## src/rtl/mem_arb_pkg.sv

```systemverilog
// mem_arb_pkg: shared types and constants for the two-port block-memory arbiter.
//   - state_t  : arbiter FSM states (encoding matches the grant code one-for-one)
//   - last_t   : which port was granted most recently (round-robin memory)
//   - GNT_*    : grant output codes
//   - MEM_ADDR_W / MEM_DATA_W : default block address and block data widths
package mem_arb_pkg;

  localparam int MEM_ADDR_W = 28;
  localparam int MEM_DATA_W = 128;

  typedef enum logic [1:0] {
    S_IDLE  = 2'd0,
    S_GNT_I = 2'd1,
    S_GNT_D = 2'd2
  } state_t;

  typedef enum logic {
    LAST_I = 1'b0,
    LAST_D = 1'b1
  } last_t;

  localparam logic [1:0] GNT_NONE = 2'b00;
  localparam logic [1:0] GNT_I    = 2'b01;
  localparam logic [1:0] GNT_D    = 2'b10;

  // Grant code presented for a given FSM state.
  function automatic logic [1:0] grant_of(input state_t s);
    case (s)
      S_GNT_I: grant_of = GNT_I;
      S_GNT_D: grant_of = GNT_D;
      default: grant_of = GNT_NONE;
    endcase
  endfunction

endpackage

```

## src/rtl/mem_arb_mux.sv

```systemverilog
// mem_arb_mux: combinational steering between the I and D requesters and memory.
//   grant                      : selects which port drives memory (00 none, 01 I, 10 D)
//   i_* / d_* request fields   : read, write, addr, wdata from each cache
//   mem_read/write/addr/wdata  : steered request to memory, all zero with no grant
//   mem_ready                  : memory completion, routed only to the granted port
//   i_ready / d_ready          : per-port completion
module mem_arb_mux
  import mem_arb_pkg::*;
#(
  parameter int ADDR_W = MEM_ADDR_W,
  parameter int DATA_W = MEM_DATA_W
) (
  input  logic [1:0]        grant,
  input  logic              i_read,
  input  logic              i_write,
  input  logic [ADDR_W-1:0] i_addr,
  input  logic [DATA_W-1:0] i_wdata,
  input  logic              d_read,
  input  logic              d_write,
  input  logic [ADDR_W-1:0] d_addr,
  input  logic [DATA_W-1:0] d_wdata,
  input  logic              mem_ready,
  output logic              mem_read,
  output logic              mem_write,
  output logic [ADDR_W-1:0] mem_addr,
  output logic [DATA_W-1:0] mem_wdata,
  output logic              i_ready,
  output logic              d_ready
);

  // Read and write both high is a protocol error; the write wins.
  always_comb begin
    mem_read  = 1'b0;
    mem_write = 1'b0;
    mem_addr  = '0;
    mem_wdata = '0;
    i_ready   = 1'b0;
    d_ready   = 1'b0;
    case (grant)
      GNT_I: begin
        mem_read  = i_read & ~i_write;
        mem_write = i_write;
        mem_addr  = i_addr;
        mem_wdata = i_wdata;
        i_ready   = mem_ready;
      end
      GNT_D: begin
        mem_read  = d_read & ~d_write;
        mem_write = d_write;
        mem_addr  = d_addr;
        mem_wdata = d_wdata;
        d_ready   = mem_ready;
      end
      default: ;
    endcase
  end

endmodule

```

## src/rtl/mem_arbiter.sv

```systemverilog
// mem_arbiter: round-robin arbiter sharing one block-memory port between the
// instruction cache (I) and data cache (D). A grant is held across a dirty
// write-back and its allocate read so each miss is atomic.
//   clk, proc_reset            : clock, asynchronous active-high reset
//   i_* / d_*                  : requester read/write/addr/wdata in, rdata/ready out
//   mem_*                      : memory request out, rdata/ready in
//   grant                      : current owner (00 none, 01 I, 10 D)
module mem_arbiter
  import mem_arb_pkg::*;
#(
  parameter int ADDR_W = MEM_ADDR_W,
  parameter int DATA_W = MEM_DATA_W
) (
  input  logic              clk,
  input  logic              proc_reset,
  input  logic              i_read,
  input  logic              i_write,
  input  logic [ADDR_W-1:0] i_addr,
  input  logic [DATA_W-1:0] i_wdata,
  output logic [DATA_W-1:0] i_rdata,
  output logic              i_ready,
  input  logic              d_read,
  input  logic              d_write,
  input  logic [ADDR_W-1:0] d_addr,
  input  logic [DATA_W-1:0] d_wdata,
  output logic [DATA_W-1:0] d_rdata,
  output logic              d_ready,
  output logic              mem_read,
  output logic              mem_write,
  output logic [ADDR_W-1:0] mem_addr,
  output logic [DATA_W-1:0] mem_wdata,
  input  logic [DATA_W-1:0] mem_rdata,
  input  logic              mem_ready,
  output logic [1:0]        grant
);

  state_t state_reg;
  last_t  last_gnt_reg;

  logic req_i;
  logic req_d;

  assign req_i = i_read | i_write;
  assign req_d = d_read | d_write;

  // Read data needs no steering; the ready gating tells each port when it is valid.
  assign i_rdata = mem_rdata;
  assign d_rdata = mem_rdata;

  assign grant = grant_of(state_reg);

  // Release on a read completion (a read always ends a miss) or when the owner
  // drops its request. A write completion keeps the grant for the allocate read.
  // The owner's "read" is only effective without write, so a completion that
  // coincides with a write never releases.
  always_ff @(posedge clk or posedge proc_reset) begin
    if (proc_reset) begin
      state_reg    <= S_IDLE;
      last_gnt_reg <= LAST_I;
    end else begin
      case (state_reg)
        S_IDLE: begin
          // I wins when it is alone, or when both request and D went last.
          if (req_i && (!req_d || last_gnt_reg == LAST_D)) begin
            state_reg    <= S_GNT_I;
            last_gnt_reg <= LAST_I;
          end else if (req_d) begin
            state_reg    <= S_GNT_D;
            last_gnt_reg <= LAST_D;
          end
        end
        S_GNT_I: begin
          if (!req_i || (mem_ready && !i_write))
            state_reg <= S_IDLE;
        end
        S_GNT_D: begin
          if (!req_d || (mem_ready && !d_write))
            state_reg <= S_IDLE;
        end
        default: state_reg <= S_IDLE;
      endcase
    end
  end

  mem_arb_mux #(
    .ADDR_W(ADDR_W),
    .DATA_W(DATA_W)
  ) u_mux (
    .grant     (grant),
    .i_read    (i_read),
    .i_write   (i_write),
    .i_addr    (i_addr),
    .i_wdata   (i_wdata),
    .d_read    (d_read),
    .d_write   (d_write),
    .d_addr    (d_addr),
    .d_wdata   (d_wdata),
    .mem_ready (mem_ready),
    .mem_read  (mem_read),
    .mem_write (mem_write),
    .mem_addr  (mem_addr),
    .mem_wdata (mem_wdata),
    .i_ready   (i_ready),
    .d_ready   (d_ready)
  );

endmodule

```

## config.mk

```make
export PLATFORM = sky130hd
export DESIGN_NAME = mem_arbiter
export DESIGN_NICKNAME = d
export VERILOG_FILES = /design/src/rtl/mem_arb_pkg.sv /design/src/rtl/mem_arb_mux.sv /design/src/rtl/mem_arbiter.sv
export SDC_FILE = /design/constraint.sdc
export NUM_CORES = 1
export LEC_CHECK = 0
export ABC_AREA = 1
export ABC_CLOCK_PERIOD_IN_PS = 1400
export BUFFER_PORTS_ARGS = -buffer_cell sky130_fd_sc_hd__buf_2
export CORE_AREA = 3 3 340 342
export DETAILED_ROUTE_END_ITERATION = 10
export DIE_AREA = 0 0 343 345
export GPL_TIMING_DRIVEN = 0
export PLACE_DENSITY = 0.34
export RECOVER_POWER = 25
export SLEW_MARGIN = 20
export SYNTH_ARGS = -nofsm -noshare
export SYNTH_HDL_FRONTEND = slang
export SYNTH_SLANG_ARGS = --single-unit
export TNS_END_PERCENT = 20
```

## constraint.sdc

```tcl
create_clock -name clk -period 1.4 [get_ports clk]
set_input_delay 0.21 -clock clk [delete_from_list [all_inputs] [get_ports clk]]
set_output_delay 0.21 -clock clk [all_outputs]
set_load 0.05 [all_outputs]
```

==> impl_metrics.toml <==
[detailed_routing]
drt_iter0_drc = 259
drtPass1Iterations = 4
drt-wirelength-per-cell_um = 21.6
route.detailed.drc = 0
ant_nets = 0
viasPerCell = 2.63
drt_wl_total_um = 67200
vias = 8160

[setup_path]
cp_max_fo = 7
worstSetupStartpointType = "flip-flop"
end_kind = "primary output"
critPathKind = "flip-flop to primary output"
cp.arrival_ps = 1990
cp_data_required_time_ps = 1190

[clock_tree]
numCtsBuffers = 3
cts_root_buf = "clkbuf_16"
clock_sinks = 3
clkLatencyLatePin_ps = 220
cts_buffer_depth = 2
clk_pin_slew_ps = 30
cts.htree.levels = 1
cts_tree = "yes"

[grt]
grtUsageTotal_pct = 10.4
grt_pass1_vias = 8412
grt_pass1_wl_um = 81900
grt_antenna_before_repair = 19
grt_max_degree = 12
globalRouteOverflowTotal = 0

[floorplan]
design.core.area_um2 = 113000
die_h_um = 345
dieArea_um2 = 118000
die_x_um = 343
num_io_pins = 865
start_util_pct = 4.06
num_rows = 123

[placement]
gp_congestion = 0.834
portBuffers = 736
dp_cells = 3065
placed_area_um2 = 10500
place_ws_ps = -1320
dp_hpwl_um = 59300

[logic_synthesis]
synth-seq-area-share_pct = 1.64
synth_nets = 1281
synth_compound_area_share_pct = 17.5
synth_fa_ha_area_share_pct = 1.37
synthSimpleGateAreaFrac_pct = 28.0
avgSynthCellArea_um2 = 5.52
syn_area_um2 = 4570
synth_edf_count = 0
synth.mux.area_fraction_pct = 0
synth_seq_cells = 3
async_reset_ff_share_pct = 100
synth_warnings = 0
ys_top_cells_by_area = "buf_4 45%, nand2_1 27%, a21oi_1 17%, buf_6 3.2%, dfrtp_1 1.6%"
synth_top_area_cell = "buf_4"
synth-xor-area-share_pct = 0
yosys_most_used_dff = "dfrtp_1"
yosysMostFrequentCell = "nand2_1"
synth_cells = 829
synth_top_family_by_area = "buffers and inverters"
synth_top_area_share_pct = 44.7
synth_commonest_cells = "327 x nand2_1, 272 x buf_4, 158 x a21oi_1, 13 x buf_6, 13 x clkbuf_1"
ys_types = 16

[sta]
setup_tns_ps = -105620
worst_pin_slew_ps = 613
fin_crit_sh_pct = 157
fmax_mhz = 455
skew_ps = 1.12
slew_headroom_pct = 59.3
min_period_ps = 2200
setup_viol = 162
hold_viol_final = 0
slew_viol_final = 0
rsz0062_at_grt = "yes"
hold_ws_ps = 407
setup_slack_ps = -796

[finish]
design_area_um2 = 13700
largest_reg_flops = 2
nNetsFinal = 2055
syn_to_final_growth_pct = 199
finalNonFillerCells = 3104
drive_gt1_share_pct = 77.5
final_util_pct = 12.1
fill_cells = 13200

[run_status]
outcome = "finished, violations left"
violations = "negative setup slack"

[hold_path]
hp-class = "primary input to flip-flop"

[run]
drv_cap = 0

[pwr]
vdd_drop_max_v = 0.00127
p_per_area_nw_per_um2 = 1910
p_leak_nw = 5.97
totalPowerFinal_mw = 26.1
[layout by cell type, fill, tap and decap left out, types with 2 or more instances in the layout]
master / instances
clkbuf_16: 15
clkbuf_8: 7
dfrtp_1: 2
nand2_2: 52
a21oi_2: 87
buf_16: 5
nor2_1: 4
nand2_1: 259
inv_2: 2
nand3_1: 5
ha_4: 3
clkbuf_2: 2
buf_6: 111
buf_12: 46
inv_1: 9
a21oi_4: 58
diode_2: 2
ha_2: 2
nand2_4: 16
clkbuf_1: 64
buf_2: 512
buf_8: 30
a21oi_1: 13
buf_4: 287
clkbuf_4: 2
[metal layers]
| metal | track usage [%] | wire, um | vias to the layer above |
|---|---|---|---|
| li1 | - | - | 3899 |
| met1 | 13.7 | 29700 | 3737 |
| met2 | 18.3 | 32700 | 465 |
| met3 | 1.70 | 4040 | 47 |
| met4 | 0.691 | 661 | 12 |
| met5 | 0 | 68 | - |
[what timing repair did]
action	4_1_cts	5_1_grt
gates resized for setup	604	136
cloned	7	9
endpoints found under the hold margin	3	0
setup buffers	13	7
hold buffers	1	0
pin swaps	74	48
setup endpoints to repair	162	164
[power breakdown]
group	internal [mW]	total (mW)	switching [mW]	leakage [nW]
Combinational	8.83	25.5	16.6	5.89
Clock	0.376	0.456	0.0799	0.0382
Sequential	0.130	0.169	0.0396	0.0359
Total	9.34	26.1	16.8	5.97
[worst paths after layout]
check                             startpoint            end  slack [ps]  cells past startpoint
worst min register to register  last_gnt_reg   last_gnt_reg         510                      2
worst max register to register  state_reg[1]   state_reg[0]          70                      8
max in group asynchronous         proc_reset   state_reg[0]         780                      3
worst max-delay path            state_reg[0]  mem_wdata[79]        -800                      8
worst min-delay path                  d_read   last_gnt_reg         410                      5
min in group asynchronous         proc_reset   state_reg[0]         470                      3
[cell families after synthesis]
| kind of cell | Yosys count |
|---|---|
| AO/OA/AOI/OAI | 160 |
| buffers and inverters | 322 |
| flip-flops | 3 |
| AND/OR/NAND/NOR | 339 |
| adder cells (fa/ha/maj) | 5 |
[critical path: stages (launching register included)]
cell and delay, ps:
dfrtp_2 430, inv_4 100, ha_4 140, buf_12 160, buf_16 190, buf_12 150
nand2_2 70, a21oi_4 290, buf_12 190
[area by class of cell]
cell class | instances | area (um2) | area share [%]
diodes | 2 | 5.00 | 0.0366
plain buffers | 309 | 2770 | 20.3
clock buffers | 4 | 78.8 | 0.577
inverters | 13 | 56.3 | 0.412
multi-input cells | 504 | 3430 | 25.1
flip-flops and latches | 3 | 76.3 | 0.559
well taps | 1500 | 1880 | 13.7
repair buffers | 769 | 5370 | 39.3
(Power assumes the default switching activity.)
